## src/rtl/wb_port_arbiter_pkg.sv

```systemverilog
// Shared widths and constants for the register-file write-port arbiter.
package wb_port_arbiter_pkg;

    localparam int unsigned DATA_W_DEF = 32;
    localparam int unsigned ADDR_W_DEF = 5;

    // Architectural zero register: writes to it are discarded.
    localparam logic [ADDR_W_DEF-1:0] REG_ZERO = 5'd0;

endpackage : wb_port_arbiter_pkg

```

## src/rtl/wb_result_fifo.sv

```systemverilog
// In-order {dest,data} FIFO for MDU results; exposes per-entry dest/valid for hazard compare.
module wb_result_fifo
    import wb_port_arbiter_pkg::*;
#(
    parameter int unsigned DATA_W = DATA_W_DEF,
    parameter int unsigned ADDR_W = ADDR_W_DEF,
    parameter int unsigned DEPTH  = 2
) (
    input  logic                              clk,
    input  logic                              rst_n,
    input  logic                              push,
    input  logic [ADDR_W-1:0]                 push_dest,
    input  logic [DATA_W-1:0]                 push_data,
    input  logic                              pop,
    output logic [$clog2(DEPTH):0]            count,
    output logic [ADDR_W-1:0]                 head_dest_c,
    output logic [DATA_W-1:0]                 head_data_c,
    output logic [DEPTH-1:0][ADDR_W-1:0]      entry_dest,
    output logic [DEPTH-1:0]                  entry_valid_c
);

    localparam int unsigned PTR_W = $clog2(DEPTH);
    localparam int unsigned CNT_W = PTR_W + 1;

    logic [DEPTH-1:0][ADDR_W-1:0] dest_mem;
    logic [DEPTH-1:0][DATA_W-1:0] data_mem;
    logic [PTR_W-1:0]             wr_ptr;
    logic [PTR_W-1:0]             rd_ptr;

    // Storage and pointers; pointers wrap naturally since DEPTH is a power of 2.
    always_ff @(posedge clk or negedge rst_n) begin
        if (!rst_n) begin
            dest_mem <= '0;
            data_mem <= '0;
            wr_ptr   <= '0;
            rd_ptr   <= '0;
            count    <= '0;
        end else begin
            if (push) begin
                dest_mem[wr_ptr] <= push_dest;
                data_mem[wr_ptr] <= push_data;
                wr_ptr           <= wr_ptr + PTR_W'(1);
            end
            if (pop) begin
                rd_ptr <= rd_ptr + PTR_W'(1);
            end
            case ({push, pop})
                2'b10:   count <= count + CNT_W'(1);
                2'b01:   count <= count - CNT_W'(1);
                default: count <= count;
            endcase
        end
    end

    assign head_dest_c = dest_mem[rd_ptr];
    assign head_data_c = data_mem[rd_ptr];
    assign entry_dest  = dest_mem;

    // An entry is live when its distance from the read pointer is below the occupancy.
    always_comb begin
        entry_valid_c = '0;
        for (int unsigned i = 0; i < DEPTH; i++) begin
            entry_valid_c[i] = (CNT_W'(PTR_W'(i) - rd_ptr) < count);
        end
    end

endmodule : wb_result_fifo

```

## src/rtl/wb_port_arbiter.sv

```systemverilog
// Arbitrates the single register-file write port between the WB stage and queued MDU results.
module wb_port_arbiter
    import wb_port_arbiter_pkg::*;
#(
    parameter int unsigned DATA_W   = DATA_W_DEF,
    parameter int unsigned ADDR_W   = ADDR_W_DEF,
    parameter int unsigned DEPTH    = 2,
    parameter int unsigned MAX_WAIT = 4
) (
    input  logic                       clk,
    input  logic                       rst_n,
    input  logic                       wb_valid,
    input  logic                       wb_regwrite,
    input  logic [ADDR_W-1:0]          wb_regdest,
    input  logic [DATA_W-1:0]          wb_data,
    input  logic                       mdu_valid,
    input  logic [ADDR_W-1:0]          mdu_regdest,
    input  logic [DATA_W-1:0]          mdu_data,
    output logic                       mdu_ready,
    output logic                       pipe_stall,
    output logic [$clog2(DEPTH):0]     mdu_pending,
    output logic                       rf_we,
    output logic [ADDR_W-1:0]          rf_waddr,
    output logic [DATA_W-1:0]          rf_wdata
);

    localparam int unsigned CNT_W  = $clog2(DEPTH) + 1;
    localparam int unsigned WAIT_W = $clog2(MAX_WAIT + 1);

    logic [CNT_W-1:0]             count;
    logic [ADDR_W-1:0]            head_dest;
    logic [DATA_W-1:0]            head_data;
    logic [DEPTH-1:0][ADDR_W-1:0] entry_dest;
    logic [DEPTH-1:0]             entry_valid;
    logic [WAIT_W-1:0]            wait_cnt;

    logic wb_req;
    logic fifo_nonempty;
    logic push;
    logic conflict;
    logic starve;
    logic grant_mdu;
    logic grant_wb;

    assign wb_req        = wb_valid & wb_regwrite & (wb_regdest != ADDR_W'(REG_ZERO));
    assign fifo_nonempty = (count != CNT_W'(0));
    assign mdu_ready     = (count < CNT_W'(DEPTH));
    // Results for r0 are acknowledged but never occupy a slot.
    assign push          = mdu_valid & mdu_ready & (mdu_regdest != ADDR_W'(REG_ZERO));
    assign mdu_pending   = count;

    wb_result_fifo #(
        .DATA_W (DATA_W),
        .ADDR_W (ADDR_W),
        .DEPTH  (DEPTH)
    ) u_fifo (
        .clk           (clk),
        .rst_n         (rst_n),
        .push          (push),
        .push_dest     (mdu_regdest),
        .push_data     (mdu_data),
        .pop           (grant_mdu),
        .count         (count),
        .head_dest_c   (head_dest),
        .head_data_c   (head_data),
        .entry_dest    (entry_dest),
        .entry_valid_c (entry_valid)
    );

    // WAW hazard: an older queued result must land before WB overwrites the same register.
    always_comb begin
        conflict = 1'b0;
        for (int unsigned i = 0; i < DEPTH; i++) begin
            if (entry_valid[i] && (entry_dest[i] == wb_regdest)) begin
                conflict = 1'b1;
            end
        end
        conflict = conflict & wb_req;
    end

    assign starve     = fifo_nonempty & (wait_cnt == WAIT_W'(MAX_WAIT));
    assign grant_mdu  = fifo_nonempty & (~wb_req | conflict | starve);
    assign grant_wb   = wb_req & ~grant_mdu;
    assign pipe_stall = wb_req & grant_mdu;

    // Counts consecutive losses of a non-empty FIFO, saturating at MAX_WAIT.
    always_ff @(posedge clk or negedge rst_n) begin
        if (!rst_n) begin
            wait_cnt <= '0;
        end else if (!fifo_nonempty || grant_mdu) begin
            wait_cnt <= '0;
        end else if (grant_wb && (wait_cnt != WAIT_W'(MAX_WAIT))) begin
            wait_cnt <= wait_cnt + WAIT_W'(1);
        end
    end

    // Write-port registers; address/data hold when nobody wins.
    always_ff @(posedge clk or negedge rst_n) begin
        if (!rst_n) begin
            rf_we    <= 1'b0;
            rf_waddr <= '0;
            rf_wdata <= '0;
        end else begin
            rf_we <= grant_wb | grant_mdu;
            if (grant_mdu) begin
                rf_waddr <= head_dest;
                rf_wdata <= head_data;
            end else if (grant_wb) begin
                rf_waddr <= wb_regdest;
                rf_wdata <= wb_data;
            end
        end
    end

endmodule : wb_port_arbiter

```

## config.mk

```make
export PLATFORM = sky130hd
export DESIGN_NAME = wb_port_arbiter
export DESIGN_NICKNAME = d
export VERILOG_FILES = /design/src/rtl/wb_port_arbiter_pkg.sv /design/src/rtl/wb_result_fifo.sv /design/src/rtl/wb_port_arbiter.sv
export SDC_FILE = /design/constraint.sdc
export NUM_CORES = 1
export LEC_CHECK = 0
export ABC_CLOCK_PERIOD_IN_PS = 2600
export BUFFER_PORTS_ARGS = -buffer_cell sky130_fd_sc_hd__buf_2
export CORE_MARGIN = 10
export CORE_UTILIZATION = 55
export CTS_CLUSTER_DIAMETER = 40
export CTS_CLUSTER_SIZE = 28
export DETAILED_ROUTE_END_ITERATION = 7
export MAX_ROUTING_LAYER = met4
export PLACE_DENSITY = 0.78
export SLEW_MARGIN = 20
export SYNTH_ARGS = -nofsm -noshare
export SYNTH_HDL_FRONTEND = slang
export SYNTH_HIERARCHICAL = 1
export SYNTH_SLANG_ARGS = --single-unit
export TNS_END_PERCENT = 5
```

## constraint.sdc

```tcl
create_clock -name clk -period 2.6 [get_ports clk]
set_input_delay 0.26 -clock clk [delete_from_list [all_inputs] [get_ports clk]]
set_output_delay 0.26 -clock clk [all_outputs]
set_load 0.03 [all_outputs]
```

# Yosys cells after proc, flatten, opt, wreduce, memory -nomap -nowiden
# Cells that the tools add are included.
# classes
bitwise	14
n_reduce_logical	12
muxes	19
n_lt_le_gt_ge	6
n_eq_ne	6
addsub	7
# ops
cell	n
32-bit 2-to-1 mux	5
64-bit bitwise mux	1
32-bit demux with 1-bit select	1
5-bit 2-to-1 mux	5
10-bit bitwise mux	1
5-bit == test	2
5-bit nonzero test	2
1-bit bitwise AND	9
2-bit nonzero test	4
3-bit 2-to-1 mux	2
5-bit demux with 1-bit select	1
1-bit logical AND	4
1-bit by 2-bit < comparator with 1-bit output, second input constant	2
2-bit < comparator	2
2-bit case mux with 2 select lines	1
1-bit by 1-bit subtractor with 2-bit output, first input constant	2
3-bit by 1-bit adder with 3-bit output, second input constant	1
3-bit == test, second input constant	1
3-bit != test, second input constant	1
1-bit OR	3
1-bit adder, second input constant	2
2-bit by 1-bit adder with 2-bit output, second input constant	1
2-bit by 1-bit == test with 1-bit output, second input constant	1
2-bit == test, second input constant	1
other kinds (7)	9
# word_totals
out_inout_bits	42
in_bits	79
register_bits	119
wordCells	75

# Longest topological paths before layout
# depth
depth_word	14
depth_mapped	10
mapped_depth_nobuf	9

# Hierarchy
# The synthesis kept the hierarchy.
# modules_own_cells
mod	instances	cells_per_inst	area_each_um2
wb_result_fifo	1	215	3532.1
wb_port_arbiter	1	258	2592.5

# Least setup slack after synthesis
# Ideal clock, no wire load.
# synth_path
path_type	reg2reg
start	register u_fifo.count[0]
end	register u_fifo.count[1]
required_time_ns	2.520
setup_slack_ns	0.233
t_arrival_ns	2.287
period_less_slack_ns	2.367
path_stages_with_launch	9
path_cell_list	dfrtp_1 -> or2_2 -> clkbuf_1 -> clkbuf_1 -> clkbuf_1 -> o41a_1 -> ha_1 -> nor2_1 -> xnor2_1
# synth_via
elab_chain_cells	10
word_cells_on_any_way	21
cone_classes	add/sub: 2; order compare: 3; eq/ne: 2; mux: 3; bitwise: 7; reduce/logical: 4
# synth_lines
element	line_no	source
from (decl)	wb_result_fifo.sv:15	output logic [$clog2(DEPTH):0] count,
from (signal assigned)	wb_result_fifo.sv:48	2'b10: count <= count + CNT_W'(1);
from (signal assigned)	wb_result_fifo.sv:49	2'b01: count <= count - CNT_W'(1);
from (signal assigned)	wb_result_fifo.sv:50	default: count <= count;
2-bit < comparator	wb_result_fifo.sv:63	entry_valid_c[i] = (CNT_W'(PTR_W'(i) - rd_ptr) < count);
1-bit logical AND	wb_port_arbiter.sv:74	if (entry_valid[i] && (entry_dest[i] == wb_regdest)) begin
1-bit 2-to-1 mux (2 in a row)	wb_port_arbiter.sv:74	
1-bit bitwise AND	wb_port_arbiter.sv:78	conflict = conflict & wb_req;
1-bit OR (2 in a row)	wb_port_arbiter.sv:82	assign grant_mdu = fifo_nonempty & (~wb_req | conflict | starve);
1-bit bitwise AND (*)	wb_port_arbiter.sv:82	
net grant_mdu	wb_port_arbiter.sv:42	logic grant_mdu;
2-bit by 1-bit == test with 1-bit output or 2-bit == test (tied branches)	wb_result_fifo.sv:47	case ({push, pop})
2-bit case mux with 2 select lines or 2-bit nonzero test (tied branches)	-	
# Mark *: on every way through the listed nets, which the timed path passes. The rest lies on a longest branch.
# A chain may end at the register's enable or synchronous reset.

# Worst setup path in the final report
# layout_path
start	register u_fifo.dest_mem (netlist bit u_fifo/entry_dest[2])
end	output port pipe_stall
# layout_via
elab_chain_cells	9
# layout_lines
element	line_no	source
from (decl)	wb_result_fifo.sv:25	logic [DEPTH-1:0][ADDR_W-1:0] dest_mem;
from (signal, indexed assignment)	wb_result_fifo.sv:40	dest_mem[wr_ptr] <= push_dest;
5-bit == test	wb_port_arbiter.sv:74	
1-bit logical AND	wb_port_arbiter.sv:74	
1-bit 2-to-1 mux (2 in a row)	wb_port_arbiter.sv:74	
1-bit bitwise AND	wb_port_arbiter.sv:78	
1-bit OR (2 in a row)	wb_port_arbiter.sv:82	
1-bit bitwise AND	wb_port_arbiter.sv:82	
1-bit bitwise AND	wb_port_arbiter.sv:84	assign pipe_stall = wb_req & grant_mdu;
to (decl)	wb_port_arbiter.sv:20	output logic pipe_stall,
# No other way between the ends.

==> out/metrics.yaml <==
worst_setup_path:
  worstSetupEndpointType: "output port"
  critPathKind: "register to output port"
  required_ps: 2340
  cp_max_fo: 4
  crit_arrival_ps: 2380
  worst_setup_path_start_kind: "register"
finish:
  drive_gt1_share_pct: 48.28
  finalNetCount: 710
  area_growth_pct: 27.72
  fin_area_mm2: 0.007823
  n_antenna_cell: 0
  fin_util_pct: 71.85
  fin_cells: 780
clock_network:
  clockBufferDepth: 2
  worstSkewPairLatency_ps: 520
  postCtsSetupBuffers: 0
  path_clk_slew_ps: 60
  cts_tree: "done"
  cts_buffers: 17
  cts_num_sinks: 119
  h-tree-depth: 4
  cts-root-buf: "clkbuf_8"
timing:
  fin_crit_ps: 2639
  fin_crit_sh_pct: 101.5
  clock.fmax_ghz: 0.3789
  slew_viol_final: 0
  setup_ws_ps: -39.48
  worstMarginPinSlew_ps: 570.3
  hold_viol: 0
  skew_ps: 5.636
  worst_slew_margin_rel_pct: 61.98
  setup_violations: 1
logic_synthesis:
  syn-cell-area_mm2: 0.006125
  synth_seq_cells: 119
  synth.avg_cell_area_um2: 12.95
  synthCells: 473
  syn_nets: 556
  yosysSeqAreaShare_pct: 48.62
  ys_types: 38
  yosysWarningCount: 6
grt:
  grt_pass1_vias: 5211
  grt-ovfl-total: 0
  grt_max_degree: 59
  grt_antenna_before_repair: 0
  grt_usage_pct: 21.26
  grt_pass1_wl_mm: 26.77
die:
  num_rows: 38
  die_w_um: 125.5
  ioPinCount: 121
  die_area_mm2: 0.01576
  die_h_um: 125.5
  design.core.area_mm2: 0.01089
  initial_core_util_pct: 56.25
drt:
  wirelength_mm: 16.39
  first_pass_iters: 5
  vias: 4641
  drtIter0Drc: 420
  drcViolationCount: 0
  postRouteAntennaNets: 0
  viasPerCell: 5.950
  avgRoutedWirePerCell_um: 21.01
status:
  status: "finished with violations"
  violations: "negative setup slack"
flow_run:
  maxCapViolCount: 0
placement:
  dpl.hpwl_mm: 10.70
  gp_congestion: 0.8252
  post-place-cells: 711
  place_area_mm2: 0.006812
  numPortBuffers: 120
pwr:
  p_per_area_mw_per_mm2: 1353
  vdd_drop_max_v: 0.0007595
  p_leak_nw: 3.517
min_path:
  hold_class: "input port to register"
==> cell families (layout without fill, tap and decap cells) <==
kind of cell	Yosys count	after routing	share of synthesized area [%]
xor gates and xnor gates	16	16	2.288
and+or+nand+nor	96	96	7.273
adders and majority gates	4	4	0.8172
DFF	119	119	48.62
AOI/OAI and AO/OA	81	81	13.81
muxes	111	111	22.25
buffers and inverters	46	213	4.944
==> Yosys cell counts (all sizes together) <==
cell / instances / area [um2]
inv: 7 / 26.27
a32oi: 37 / 324.1
or3: 1 / 6.260
o221ai: 32 / 405.4
nand2b: 1 / 6.260
xnor2: 6 / 52.55
nand3: 2 / 10.01
o31a: 1 / 8.760
xor2: 10 / 87.58
buf: 29 / 239.0
nand2: 72 / 277.8
dfrtp: 119 / 2978
and2: 4 / 25.03
a221oi: 1 / 8.760
or2: 1 / 6.260
ha: 4 / 50.05
and3: 1 / 6.260
or4: 1 / 11.26
o41a: 1 / 11.26
nand3b: 5 / 37.54
clkbuf: 10 / 37.54
o211a: 1 / 17.52
o311a: 1 / 10.01
mux2: 111 / 1363
nor4: 2 / 12.51
a21oi: 1 / 5.000
o211ai: 6 / 55.05
nor2: 6 / 46.29
==> stage by stage <==
stage | TNS [ps] | setup WS, ps | hold slack (ps) | power [mW]
global placement | 0 | 463.2 | 198.5 | 7.770
finish | -39.48 | -39.48 | 26.02 | 10.58
global route | -116.8 | -116.8 | 2.907 | 11.13
detailed placement | 0 | 379.0 | 207.9 | 7.998
floorplan | 0 | 233.3 | -35.59 | 6.847
CTS | 0 | 28.42 | 2.138 | 10.56
==> path summary, 6_finish.rpt <==
check	cells past startpoint	startpoint	endpoint	slack (ps)
min in group asynchronous	2	rst_n	u_fifo/data_mem[26]	200
max in group asynchronous	3	rst_n	rf_wdata[8]	1600
worst min register to register	1	wait_cnt[0]	wait_cnt[0]	470
worst max-delay path	6	u_fifo/entry_dest[2]	pipe_stall	-40
worst min-delay path	2	mdu_data[22]	u_fifo/data_mem[22]	30
worst max register to register	6	u_fifo/entry_dest[2]	rf_wdata[30]	250
==> power breakdown <==
part	switching [mW]	internal, mW	leakage (nW)
Clock	0.847	1.60	0.292
Combinational	2.55	2.18	1.80
Sequential	0.606	2.80	1.43
==> layer usage <==
layer / GRT usage (%) / wire (um)
met1: 25.65 / 6921
met2: 33.52 / 8035
met3: 5.154 / 1051
met4: 8.672 / 380
met5: - / 0
==> final cells by class <==
type / instances / area (um2)
multi-input combinational: 308 / 2878
sequential: 119 / 2979
tap: 140 / 175.2
timing repair buffer: 174 / 1145
fill: 761 / 3065
inverter: 7 / 26.28
clock inverter: 13 / 177.7
clock buffer: 19 / 441.7
==> cells in the final DEF, fill, tap and decap left out, types with 7 or more instances in the layout <==
| cell type | synthesis | layout |
|---|---|---|
| mux2_2 | 74 | 74 |
| dlygate4sd3_1 | 0 | 37 |
| nand2_1 | 71 | 71 |
| clkbuf_16 | 0 | 16 |
| buf_4 | 0 | 15 |
| o221ai_2 | 20 | 20 |
| buf_2 | 14 | 118 |
| a32oi_1 | 37 | 37 |
| mux2_1 | 7 | 7 |
| dfrtp_1 | 119 | 118 |
| mux2_4 | 30 | 30 |
| xor2_1 | 10 | 10 |
| o221ai_1 | 12 | 12 |
==> sequential cells by signal (all words and copies together) (netlist names) <==
name,cells
rf_waddr,5
rf_wdata,32
rf_we,1
u_fifo/count,2
u_fifo/data_mem,64
u_fifo/entry_dest,10
u_fifo/rd_ptr,1
u_fifo/wr_ptr,1
wait_cnt,3
==> worst max-delay path, cell delays in order, from the launching register on <==
cell and delay (ps):
dfrtp_1 400, xor2_1 160, nor4_1 470, and3_4 300
o31a_2 160, and2_1 190, buf_4 190
==> repair_timing <==
action	4_1_cts	5_1_grt
endpoints found under the hold margin	96	0
endpoints found under the setup margin	0	1
hold buffers	37	0
resized for setup	0	8
Note: power is estimated with default switching activity, not from simulation.
